File: src/rtl/cl_serial_seq_pkg.sv
// Shared encodings for the bit-serial logic sequencer:
// cell op codes and controller states.
package cl_serial_seq_pkg;

   localparam logic [1:0] CL_AND  = 2'b00;
   localparam logic [1:0] CL_OR   = 2'b01;
   localparam logic [1:0] CL_XOR  = 2'b10;
   localparam logic [1:0] CL_NOTA = 2'b11;

   typedef enum logic [1:0] {
      S_IDLE = 2'b00,
      S_RUN  = 2'b01,
      S_DONE = 2'b10
   } state_t;

endpackage

File: src/rtl/cl_serial_seq_cl.sv
// One-bit logic cell: the four candidate results feed
// a 4:1 mux steered by the op code.
module mux4_1 (
   input  logic [3:0] d,
   input  logic [1:0] sel,
   output logic       y
);

   assign y = d[sel];

endmodule

module cl
   import cl_serial_seq_pkg::*;
(
   input  logic       a,
   input  logic       b,
   input  logic [1:0] s,
   output logic       y
);

   logic [3:0] cand;

   // candidate slots follow the op code values
   always_comb begin
      cand          = '0;
      cand[CL_AND]  = a & b;
      cand[CL_OR]   = a | b;
      cand[CL_XOR]  = a ^ b;
      cand[CL_NOTA] = ~a;
   end

   mux4_1 u_mux (
      .d  (cand),
      .sel(s),
      .y  (y)
   );

endmodule

File: src/rtl/cl_serial_seq.sv
// Bit-serial sequencer: streams N-bit operands LSB first
// through one cl cell and assembles the N-bit result.
module cl_serial_seq
   import cl_serial_seq_pkg::*;
#(
   parameter int N = 8
) (
   input  logic         clk,
   input  logic         reset,
   input  logic         start,
   input  logic [N-1:0] a,
   input  logic [N-1:0] b,
   input  logic [1:0]   s,
   output logic         busy,
   output logic         done,
   output logic [N-1:0] out,
   output logic         z
);

   localparam int CW = $clog2(N);

   state_t          state;
   state_t          state_nx;
   logic [CW-1:0]   cnt;
   logic [N-1:0]    sa;
   logic [N-1:0]    sb;
   logic [N-1:0]    r;
   logic [N-1:0]    res;
   logic [1:0]      op;
   logic            clo;
   logic            last;

   cl u_cl (
      .a(sa[0]),
      .b(sb[0]),
      .s(op),
      .y(clo)
   );

   assign res  = {clo, r[N-1:1]};
   assign last = (cnt == CW'(N-1));
   assign busy = (state == S_RUN);
   assign done = (state == S_DONE);

   // next-state decode; DONE always falls back to IDLE
   always_comb begin
      state_nx = state;
      unique case (state)
         S_IDLE:  if (start) state_nx = S_RUN;
         S_RUN:   if (last)  state_nx = S_DONE;
         S_DONE:  state_nx = S_IDLE;
         default: state_nx = S_IDLE;
      endcase
   end

   // state register
   always_ff @(posedge clk) begin
      if (reset) state <= S_IDLE;
      else       state <= state_nx;
   end

   // operand capture, bit shifting and result commit
   always_ff @(posedge clk) begin
      if (reset) begin
         sa  <= '0;
         sb  <= '0;
         r   <= '0;
         op  <= CL_AND;
         cnt <= '0;
         out <= '0;
         z   <= 1'b1;
      end else if (state == S_IDLE) begin
         if (start) begin
            sa  <= a;
            sb  <= b;
            op  <= s;
            cnt <= '0;
         end
      end else if (state == S_RUN) begin
         sa  <= sa >> 1;
         sb  <= sb >> 1;
         r   <= res;
         cnt <= cnt + CW'(1);
         if (last) begin
            out <= res;
            z   <= (res == '0);
         end
      end
   end

endmodule

File: config.mk
export PLATFORM = sky130hd
export DESIGN_NAME = cl_serial_seq
export DESIGN_NICKNAME = d
export VERILOG_FILES = /design/src/rtl/cl_serial_seq_pkg.sv /design/src/rtl/cl_serial_seq_cl.sv /design/src/rtl/cl_serial_seq.sv
export SDC_FILE = /design/constraint.sdc
export NUM_CORES = 1
export LEC_CHECK = 0
export CORE_ASPECT_RATIO = 1.1
export CORE_MARGIN = 2
export CORE_UTILIZATION = 45
export CTS_CLUSTER_DIAMETER = 80
export DETAILED_ROUTE_END_ITERATION = 16
export PLACE_DENSITY_LB_ADDON = 0.2
export SLEW_MARGIN = 25
export SYNTH_ARGS = -nofsm -noshare
export SYNTH_HDL_FRONTEND = slang
export SYNTH_SLANG_ARGS = --single-unit
File: constraint.sdc
create_clock -name clk -period 1.5 [get_ports clk]
set_clock_uncertainty 0.15 [all_clocks]
set_input_delay 0.3 -clock clk [delete_from_list [all_inputs] [get_ports clk]]
set_output_delay 0.3 -clock clk [all_outputs]
set_load 0.01 [all_outputs]
==> impl_metrics.tcl, run 1 <==
set metrics [dict create \
    status "finished with violations" \
    violations "negative setup slack" \
    die_w_um 61.52 \
    yosys.area_share.adder_pct 3.056 \
    seqPwrFrac_pct 50.3 \
    max_cap_viol_count 0 \
    route.detailed.drc 0 \
    initial_core_util_pct 47.98 \
    vias_per_cell 5.483 \
    cts_made_buffers 5 \
    p_per_area_nw_per_um2 909.7 \
    wl_mm 4.296 \
    crit_type "reg -> reg" \
    register_area_um2 793.3 \
    grt_usage_pct 20.64 \
    detail-route-antenna-nets 0 \
    postLayoutCoreUtil_pct 71.22 \
    synth_mux_area_share_pct 3.209 \
    post-route-period-util_pct 108.4 \
    synthXorXnorAreaFrac_pct 0 \
    reg2reg_from "sa[0]$_SDFFE_PP0P_" \
    die_h_um 67.28 \
    grt_max_degree 33 \
    p_total_mw 2.211 \
    cts_num_sinks 39 \
    insertion_delay_ns 0.35 \
    yosysSeqAreaShare_pct 47.67 \
    cpMostUsedCell "inv_2" \
    synth.area.top_cells "dfxtp_1, nand2_1, a311oi_1" \
    synth_ff_type "dfxtp_1" \
    port_buffers 31 \
    yosysTopAreaCellShare_pct 47.67 \
    rows 22 \
    antenna_found_initial 0 \
    netSwitchingFraction_pct 24.27 \
    clk_transition_reported_paths_ns 0.12 \
    internal-power_mw 1.675 \
    grt_pass1_wl_mm 6.306 \
    period_minus_slack_ns 1.626 \
    combPwrFrac_pct 16.0 \
    ys_ff_latch 39 \
    hold_path_class "reg -> reg" \
    routedWlPerCell_um 14.51 \
    end_kind "flip-flop" \
    hold_viol 0 \
    synth-edff-count 0 \
    maxSlewHeadroom_pct 84.34 \
    rsz0062_at_grt "yes" \
    peakVddDrop_uv 654.9 \
    yosys.cell_types.count 28 \
    fillCellCount 284 \
    timing.final.ws_setup_ns -0.1255 \
    path_buf_inv 2 \
    drive_gt1_share_pct 25.40 \
    startpoint "sa[0]$_SDFFE_PP0P_" \
    max_freq_ghz 0.6152 \
    pre_cts_ws_ns -0.2474 \
    diodes 0 \
    yosysWarnings 0 \
    cp.arrival_ns 1.74 \
    drt-pass1-iter-count 4 \
    setup_viol 4 \
    setup_tns_ns -0.3035 \
    syn_to_final_growth_pct 48.43 \
    worstPathRequired_ns 1.62 \
    clock_path_buffers 2 \
    syn_area_per_cell_um2 8.399 \
    path_max_fanout 3 \
    startpoint_type "flip-flop" \
    num_vias 1623 \
    worst_pin_slew_ns 0.2327 \
    final_area_um2 2431 \
    grt-ovfl-total 0 \
    synth_simple_gate_area_share_pct 19.40 \
    dieArea_um2 4139 \
    synth_top_family_by_area "compound AO/OA/AOI/OAI gates" \
    netlist_area_um2 1638 \
    synthesis.instances 195 \
    cp_cell_sequence "inv_2 -> ha_4 -> inv_2 -> mux4_2 -> a31o_2" \
    max_stage_delay_ns 0.50 \
    syn_nets 220 \
    drv_slew 0 \
    r2r_slack_ns -0.13 \
    p_switching_mw 0.5368 \
    core_um2 3413 \
    p_leak_nw 0.9794 \
    synth_area_leader_cell "dfxtp_1" \
    hp-start "out[3]$_SDFFE_PP0P_" \
    synth_compound_area_share_pct 21.31 \
    async_reset_ff_share_pct 0 \
    fin_nets 272 \
    tritoncts "yes" \
    place_congestion 0.7830 \
    dp_hpwl_mm 2.556 \
    io_pins 32 \
    grt_pass1_vias 1464 \
    h-tree-depth 2 \
    drt_iter0_drc 122 \
    power_frac_clock_pct 33.7 \
    clock-root-buffer "clkbuf_4" \
    multi_input_area_um2 840.8 \
    dpl-instance-area_um2 2106 \
    cpMaxStageDelayCell "mux4_2" \
    cp_top_family "multiplexers" \
]
[final timing paths]
path | endpoint | depth (start not counted)
hold reg to reg | out[3]$_SDFFE_PP0P_ | 2
hold / removal | out[3]$_SDFFE_PP0P_ | 2
setup reg to reg | z$_SDFFE_PP1P_ | 5
setup / recovery | z$_SDFFE_PP1P_ | 5
[final cells by class]
cell class	instances	share of cell area, %
well taps	48	2.470
flip-flops and latches	39	32.63
multi-input cells	137	34.59
clock buffers	6	2.110
inverters	6	0.9264
repair buffers	58	25.84
clock inverters	2	1.441
[per-stage QoR]
step / hold slack [ns] / instances
after floorplan: 0.2936 / 195
after global placement: 0.2927 / 278
after detailed placement: 0.2976 / 278
after CTS: 0.3119 / 287
after global routing: 0.3288 / 296
final: 0.3097 / 296
[power by group through the flow]
stage / registers [mW] / clock network [mW] / logic (mW)
after global placement: 1.13 / 0 / 0.269
final: 1.11 / 0.746 / 0.354
after global routing: 1.12 / 0.804 / 0.384
after floorplan: 1.13 / 0 / 0.147
after detailed placement: 1.13 / 0 / 0.281
after CTS: 1.11 / 0.762 / 0.311
[sequential cells by signal, summed over array words and instances, names as in the netlist]
register	count
out	8
sa	8
sb	8
r	7
cnt	3
op	2
state	2
z	1
[routing by layer]
| layer | GRT usage, % | up-vias | part of all wire [%] |
|---|---|---|---|
| met5 | 0 | - | 0 |
| met4 | 5.585 | 0 | 1.9 |
| met3 | 6.322 | 9 | 5.0 |
| met2 | 38.55 | 55 | 53 |
| met1 | 21.79 | 771 | 40 |
| li1 | - | 788 | - |
[layout by cell type, fill, tap and decap left out, types with 4 or more instances in the layout]
master / instances
buf_12: 4
dfxtp_1: 33
a21oi_1: 14
dfxtp_2: 4
clkbuf_4: 5
nor2_1: 21
dlygate4sd2_1: 9
nand2_1: 41
buf_4: 17
inv_2: 4
o21ai_0: 14
clkdlybuf4s50_1: 20
a311oi_1: 12
[worst register-to-register path, stage by stage, from the launching register on]
cell and delay [ns]:
dfxtp_2 0.35, inv_2 0.04, ha_4 0.25, inv_2 0.03, mux4_2 0.50, a31o_2 0.22
[synthesized netlist by cell type, types with 2 or more instances]
master / number
a21oi_1: 14
mux2i_1: 3
inv_1: 6
nor2_1: 24
a22oi_1: 3
nand3b_1: 2
nand2b_1: 2
buf_2: 7
a311oi_1: 14
dfxtp_1: 39
ha_1: 4
clkbuf_1: 5
a211oi_1: 3
nand2_1: 41
o21ai_0: 14
a21o_1: 2
[logic make-up after synthesis]
family                   count (synthesis)
AO/OA/AOI/OAI                           53
multiplexers                             4
flip-flops                              39
AND/OR/NAND/NOR                         75
buffers and inverters                   20
adder cells (fa/ha/maj)                  4
[what timing repair did]
item                       4_1_cts  5_1_grt
gates cloned                     1        4
pin swaps                        3       15
setup endpoints to repair       28       27
gates resized for setup         27       23
hold buffers                     0        0
buffers inserted                 0        5
hold endpoints to repair         0        0
No activity file was read; power rests on OpenSTA's default activity.
==> run 2: changes to the inputs <==
Settings changed: ABC_AREA set to 1, CORE_UTILIZATION 45 to 46, CTS_CLUSTER_SIZE set to 25.
==> impl_metrics.tcl, run 2 <==
set metrics [dict create \
    syn_nets 271 \
    synth-edff-count 0 \
    grt_pass1_wl_mm 6.720 \
    yosysWarnings 0 \
    maxSlewHeadroom_pct 83.87 \
    dpl-instance-area_um2 2181 \
    path_buf_inv 3 \
    syn_to_final_growth_pct 32.25 \
    initial_core_util_pct 47.83 \
    syn_area_per_cell_um2 7.049 \
    internal-power_mw 1.631 \
    num_vias 1697 \
    antenna_found_initial 0 \
    grt_usage_pct 20.36 \
    synth_area_leader_cell "dfxtp_1" \
    core_um2 3626 \
    place_congestion 0.7824 \
    largestRegisters "out (8), sa (8), sb (8)" \
    cts_num_sinks 39 \
    worstPathRequired_ns 1.05 \
    setup_viol 0 \
    wl_mm 3.890 \
    max_cap_viol_count 0 \
    cts_made_buffers 5 \
    p_switching_mw 0.5790 \
    grt-ovfl-total 0 \
    netSwitchingFraction_pct 26.20 \
    synth_most_common_cell "nand2_1" \
    grt_max_degree 16 \
    grt_pass1_vias 1555 \
    cp_cell_sequence "inv_4 -> nand2_1 -> inv_2 -> buf_2" \
    drive_gt1_share_pct 14.29 \
    synth_ff_type "dfxtp_1" \
    routedWlPerCell_um 11.31 \
    clk_transition_reported_paths_ns 0.07 \
    final_area_um2 2293 \
    detail-route-antenna-nets 0 \
    ys_ff_latch 39 \
    drt_iter0_drc 98 \
    p_per_area_nw_per_um2 963.5 \
    io_pins 32 \
    crit_type "reg -> out" \
    seqPwrFrac_pct 51.4 \
    vias_per_cell 4.933 \
    fin_nets 319 \
    yosys.cell_types.count 20 \
    post-route-period-util_pct 94.58 \
    hold_path_class "reg -> reg" \
    max_stage_delay_ns 0.33 \
    netlist_area_um2 1734 \
    cpMaxStageDelayCell "dfxtp_2" \
    diodes 0 \
    async_reset_ff_share_pct 0 \
    fin_hold_ws_ns 0.2762 \
    cp.arrival_ns 0.97 \
    status "finished clean" \
    route.detailed.drc 0 \
    clock_path_buffers 2 \
    peakVddDrop_uv 720.2 \
    port_buffers 31 \
    tritoncts "yes" \
    hold_viol 0 \
    dieArea_um2 4277 \
    die_h_um 68.40 \
    startpoint_type "flip-flop" \
    p_leak_nw 1.080 \
    final_cell_mix "nand2_1, dfxtp_1, o21ai_0, nor2_1, buf_4" \
    synth.area.top_cells "dfxtp_1, nand2_1, o21ai_0" \
    clock-root-buffer "clkbuf_8" \
    path_max_fanout 4 \
    p_total_mw 2.210 \
    end_kind "output port" \
    insertion_delay_ns 0.29 \
    yosysTopAreaCellShare_pct 45.02 \
    die_w_um 62.54 \
    combPwrFrac_pct 16.5 \
    power_frac_clock_pct 32.1 \
    max_freq_ghz 0.7049 \
    synth_common_cells "nand2_1, dfxtp_1, nor2_1" \
    h-tree-depth 2 \
    drt-pass1-iter-count 4 \
    drv_slew 0 \
    synthesis.instances 246 \
    holdBufCountCts 0 \
    yosysSeqAreaShare_pct 45.02 \
    cp_top_family "flip-flops" \
    period_minus_slack_ns 1.419 \
    rows 23 \
    dp_hpwl_mm 2.768 \
    fillCellCount 361 \
    worst_pin_slew_ns 0.2416 \
    layout_commonest_cell "nand2_1" \
]
==> run 2: logic make-up after synthesis <==
kind of cell / count (synthesis) / share of synthesized area (%)
AO/OA/AOI/OAI: 62 / 18.83
adder cells (fa/ha/maj): 4 / 2.886
buffers and inverters: 34 / 8.946
flip-flops: 39 / 45.02
AND/OR/NAND/NOR: 107 / 24.31
==> run 2: power groups by stage <==
| stage | combinational, mW | sequential, mW | clock (mW) |
|---|---|---|---|
| 4_1_cts | 0.367 | 1.13 | 0.728 |
| 2_1_floorplan | 0.231 | 1.15 | 0 |
| 6_report | 0.365 | 1.14 | 0.708 |
| 5_1_grt | 0.417 | 1.14 | 0.764 |
| 3_3_place_gp | 0.357 | 1.16 | 0 |
| 3_5_place_dp | 0.365 | 1.16 | 0 |
==> run 2: cell type report <==
type | instances | area (um2) | area share [%]
multi-input cells | 173 | 820.8 | 35.79
flip-flops and latches | 39 | 784.5 | 34.21
repair buffers | 52 | 446.7 | 19.48
inverters | 23 | 91.34 | 3.983
clock buffers | 6 | 82.58 | 3.601
well taps | 50 | 62.56 | 2.728
clock inverters | 1 | 5.005 | 0.2182
==> run 2: stage by stage <==
stage	util (%)	TNS (ns)	setup WS, ns	instances
2_1_floorplan	-	0	0.1471	246
3_3_place_gp	60.14	-0.8982	-0.06195	335
3_5_place_dp	60.14	-1.503	-0.09326	335
4_1_cts	62.46	0	0.005408	342
5_1_grt	63.25	-0.006096	-0.006096	344
6_report	63.25	0	0.08128	344
==> run 2: worst paths after layout <==
check	from	to	slack, ns	cells past startpoint
worst min register to register	cnt[0]$_SDFFE_PP0P_	cnt[0]$_SDFFE_PP0P_	0.28	1
worst max register to register	state[0]$_SDFFE_PP0P_	sb[3]$_SDFFE_PP0P_	0.13	5
worst min-delay path	cnt[0]$_SDFFE_PP0P_	cnt[0]$_SDFFE_PP0P_	0.28	1
worst max-delay path	state[1]$_SDFFE_PP0P_	busy	0.08	4
==> run 2: what timing repair did <==
item | 4_1_cts | 5_1_grt
setup buffers | 0 | 2
pin swaps | 0 | 2
gates resized for setup | 19 | 8
setup endpoints to repair | 14 | 9
==> run 2: per-layer routing <==
metal / up-vias / wire length (um) / track usage (%)
li1: 884 / - / -
met1: 777 / 1835 / 23.68
met2: 31 / 1833 / 36.29
met3: 5 / 149 / 5.263
met4: 0 / 72 / 8.333
met5: - / 0 / 0
==> RTL edit 1, RTL diff (flow settings as in run 1) <==
Re-encode `state_t` (3 states) as one-hot, 3 bits wide.
--- a/src/rtl/cl_serial_seq_pkg.sv
+++ b/src/rtl/cl_serial_seq_pkg.sv
@@ -8,8 +8,8 @@
    localparam logic [1:0] CL_NOTA = 2'b11;
 
-   typedef enum logic [1:0] {
-      S_IDLE = 2'b00,
-      S_RUN  = 2'b01,
-      S_DONE = 2'b10
+   typedef enum logic [2:0] {
+      S_IDLE = 3'b001,
+      S_RUN  = 3'b010,
+      S_DONE = 3'b100
    } state_t;
 
Formal check against the unedited RTL: same outputs for any inputs over 10 cycles, from zero or initial values and one cycle with reset high; not proved beyond that.
==> RTL edit 1 against run 1 <==
The flow still finishes with violations (setup timing); worst setup slack improved by 0.0086 ns; wire length decreased by 10%; sequential cell count increased by 1; design area increased by 0.98%; synthesized area increased by 2.9%; cell count decreased by 7.4%; synthesized cell count decreased by 11%; critical path depth unchanged; total power increased by 2.2%; critical path type unchanged; critical endpoint unchanged.
==> RTL edit 1: results (changes against run 1) <==
[critical_path]
r2r_slack_ns=-0.12
crit_path_top_delay_cell=mux4_2
crit_fanout=3  ; unchanged
arrival_ns=1.65  ; -0.09 ns

[pwr]
cellLeakagePower_nw=0.967  ; -1.3%
peakVddDrop_mv=0.398  ; -39%

[synth]
synth.distinct_cells=31  ; +11%
syn-num-nets=198  ; -10%
yosys-top-cells-area=dfxtp_1, a21oi_1, o221a_2
yosys_warnings=0  ; unchanged
yosysSeqAreaShare_pct=47.5  ; -0.16 points
synthTopCellsByCount=dfxtp_1, a21oi_1, inv_1
syn_area_mm2=0.00169  ; +2.9%
syn_inst=173  ; -11%

[layout]
nClkBuffers=7  ; +1
instances_no_fill=274  ; -7.4%
num-nonclk-inverters=18  ; +12
buffers=57  ; -1.7%
multi_input_area_share_pct=36.5  ; +1.9 points
final-seq-area_um2=817  ; +3.0%
multi_input_gates=102  ; -26%
buffer_area_share_pct=20.9  ; -4.9 points
final-clk-cell-share_pct=3.92  ; +0.37 points
fin_nets=249  ; -8.5%
drive_above_1_share_pct=32.6  ; +7.2 points

[clocking]
clock_sink_count=40  ; +2.6%
worstSkewPairLatency_ns=0.29  ; -0.06 ns
path_clk_slew_ns=0.07  ; -0.05 ns
cts-root-buf=clkbuf_8

[global_route]
overflow=0  ; unchanged
grt_pass1_wl_mm=6.29  ; -0.33%
grt_usage_pct=19.2  ; -1.4 points
grt_pass1_vias=1391  ; -5.0%
grt_max_degree=27  ; -18%

[hold_path]
hold_depth=2  ; unchanged

[run_status]
status=finished with violations
violations=setup timing

[place]
dp_cells=261  ; -6.1%
dp_hpwl_mm=2.51  ; -1.6%
placed_area_mm2=0.00214  ; +1.7%
place.gp.congestion=0.729  ; -6.9%

[detailed_routing]
num_vias=1437  ; -11%
first_iter_violations=87  ; -29%
wirelength_mm=3.85  ; -10%

[sta]
worst_slack_ns=-0.117  ; +0.00859 ns
setup_violations=8  ; +4
slew_headroom_pct=83.4  ; -0.95 points
hold_ws_ns=0.302  ; -0.00771 ns

-- RTL edit 1: critical path, delay by kind of cell (launching register included) --
kind / cells / cell delay [ns]
multiplexers: 1 / 0.51
flip-flops: 1 / 0.34
adder cells (fa/ha/maj): 1 / 0.25
AO/OA/AOI/OAI: 1 / 0.20
buffers and inverters: 2 / 0.06
-- RTL edit 1: where the power goes --
group	total (W)	internal [W]	leakage, nW	switching, W
logic	0.000357	0.000209	0.587	0.000149
clock network	0.000753	0.000409	0.0503	0.000344
registers	0.00115	0.00111	0.330	0.0000360
-- RTL edit 1: stage by stage --
step                setup TNS (ns)  utilization (%)  total power [W]  setup slack (ns)
finish                      -0.401             67.7          0.00226            -0.117
detailed placement           -4.12             59.0          0.00145            -0.197
global route                 -1.55             67.7          0.00238            -0.146
floorplan                   -0.150                -          0.00133           -0.0578
CTS                         -0.359             62.9          0.00221            -0.114
global placement             -3.70             59.0          0.00144            -0.175
-- RTL edit 1: repair_timing --
item / in CTS / in global routing
setup endpoints to repair: 41 / 29
cloned: 1 / 2
gates resized for setup: 30 / 33
setup buffers: 1 / 2
pin swaps: 5 / 6
-- RTL edit 1: layer usage --
layer  routed length (µm)  track usage, %  up-vias
li1                     -               -      707
met1                 1660            21.6      699
met2                 1990            35.9       28
met3                  168            4.93        3
met4                   27            7.22        0
met5                    0               0        -
-- RTL edit 1: cells by family (layout without fill, tap and decap cells) --
group	count (synthesis)	after routing	share of synthesized area, %
AO/OA/AOI/OAI	46	46	20.7
AND/OR/NAND/NOR	43	43	14.4
flip-flops	40	40	47.5
buffers and inverters	31	82	8.31
multiplexers	9	9	6.09
adder cells (fa/ha/maj)	4	4	2.97
==> RTL edit 2, RTL diff (config.mk and constraints of run 1) <==
Without the edit above. Change the parameter `N` from 8 to 4.
--- a/src/rtl/cl_serial_seq.sv
+++ b/src/rtl/cl_serial_seq.sv
@@ -4,5 +4,5 @@
    import cl_serial_seq_pkg::*;
 #(
-   parameter int N = 8
+   parameter int N = 4
 ) (
    input  logic         clk,
Ports: changed (resized a, b and out); port bits go from 32 to 20. The function was not compared with the original's and may differ.
==> RTL edit 2 against run 1 <==
The flow still finishes with violations (setup timing); core utilization fell by 5.3 points; wire length is 57% lower; maximum frequency decreased by 3.5%; design area shrank 46%; sequential cell count is 17 lower; total power decreased by 49%; worst setup slack got worse by 0.060 ns; synthesized area down 43%; critical endpoint unchanged; highest routed layer unchanged.
==> RTL edit 2: results (changes against run 1) <==
[synth]
synthMuxAreaShare_pct=4.55  ; +1.3 points
syn-num-nets=118  ; -46%
synthTopCellsByCount=dfxtp_1, nand2_1, nor2_1
synth.distinct_cells=29  ; +3.6%
yosys-top-cells-area=dfxtp_1, a311oi_1, nand2_1
yosys_warnings=0  ; unchanged
synth-compound-area-share_pct=20.1  ; -1.2 points
yosysSeqAreaShare_pct=47.1  ; -0.55 points
syn_avg_cell_area_um2=9.16  ; +9.1%
synthAdderAreaFrac_pct=4.02  ; +0.96 points

[detailed_routing]
dr_wl_met3_um=57  ; -74%
dr.pass1.iters=3  ; -1
dr_wl_met2_um=946  ; -59%
viasPerCell=5.17  ; -5.8%
num_vias=837  ; -48%
wirelength_mm=1.83  ; -57%
drt-met1-wl_um=810  ; -53%
first_iter_violations=4  ; -97%

[sta]
worstMarginPinSlew_ns=0.320  ; +0.0876 ns
worst_slack_ns=-0.185  ; -0.0595 ns
setup_violations=3  ; -1
hold_ws_ns=0.306  ; -0.00365 ns
setup-tns-final_ns=-0.416  ; -0.112 ns

[global_route]
grt_pass1_vias=725  ; -50%
met3_usage_pct=3.13  ; -3.2 points
gr-usage-met2_pct=28.6  ; -9.9 points
met1_usage_pct=21.6  ; -0.22 points
grt_pass1_wl_mm=3.07  ; -51%
grt_usage_pct=17.5  ; -3.1 points
grt_max_degree=18  ; -45%

[clocking]
cts_resized=15  ; -44%
cts_buffers=3  ; -2
htree_levels=1  ; -1
cts-root-buf=clkbuf_4
worstSkewPairLatency_ns=0.30  ; -0.05 ns

[pwr]
p_int_w=0.000863  ; -48%
p_comb_share_pct=16.2  ; +0.2 points
pwr-share-clk_pct=28.2  ; -5.5 points
swShare_pct=23.9  ; -0.40 points
cellLeakagePower_nw=0.527  ; -46%
peakVddDrop_mv=0.744  ; +14%

[place]
place.gp.congestion=0.707  ; -9.7%
dp_cells=157  ; -44%
dp_hpwl_mm=1.39  ; -46%
portBuffers=19  ; -39%
placed_area_mm2=0.00124  ; -41%

[hold_path]
hold_depth=2  ; unchanged
hold_path_end=out[0]$_SDFFE_PP0P_
min_from=out[0]$_SDFFE_PP0P_

[layout]
fin_nets=151  ; -44%
top_regs=out: 4 flops, sa: 4 flops, sb: 4 flops
fill_cells=180  ; -37%
drive_above_1_share_pct=26.1  ; +0.72 points

[critical_path]
max_stage_delay_ns=0.47  ; -0.03 ns
crit_fanout=3  ; unchanged
reg2reg_to=z$_SDFFE_PP1P_

[run_status]
violations=setup timing
status=finished with violations

==> RTL edit 2: changes by cell type after synthesis, moves of 4 or more <==
cell	delta
dfxtp_1	-17
o21ai_0	-11
a311oi_1	-8
clkbuf_1	-4
a21oi_1	-9
nand2_1	-28
nor2_1	-11
buf_2	-5
==> RTL edit 2: kinds of logic after synthesis <==
kind of cell / after synthesis
simple gates: 37
compound gates: 27
flops: 22
buf+inv: 10
mux: 3
fa+ha+maj: 3
==> RTL edit 2: tightest hold or removal path, cell delays in order, from the launching register on <==
cell and delay, ns:
dfxtp_1 0.32, nand2_1 0.05, a21oi_1 0.05
==> RTL edit 2: final cells by class <==
class	count	area, µm²	share of cell area, %
tap	28	35.0	2.68
clock buffer	4	36.3	2.78
multi-input combinational	70	478	36.6
timing repair buffer	33	292	22.3
sequential	22	445	34.1
inverter	5	18.8	1.44
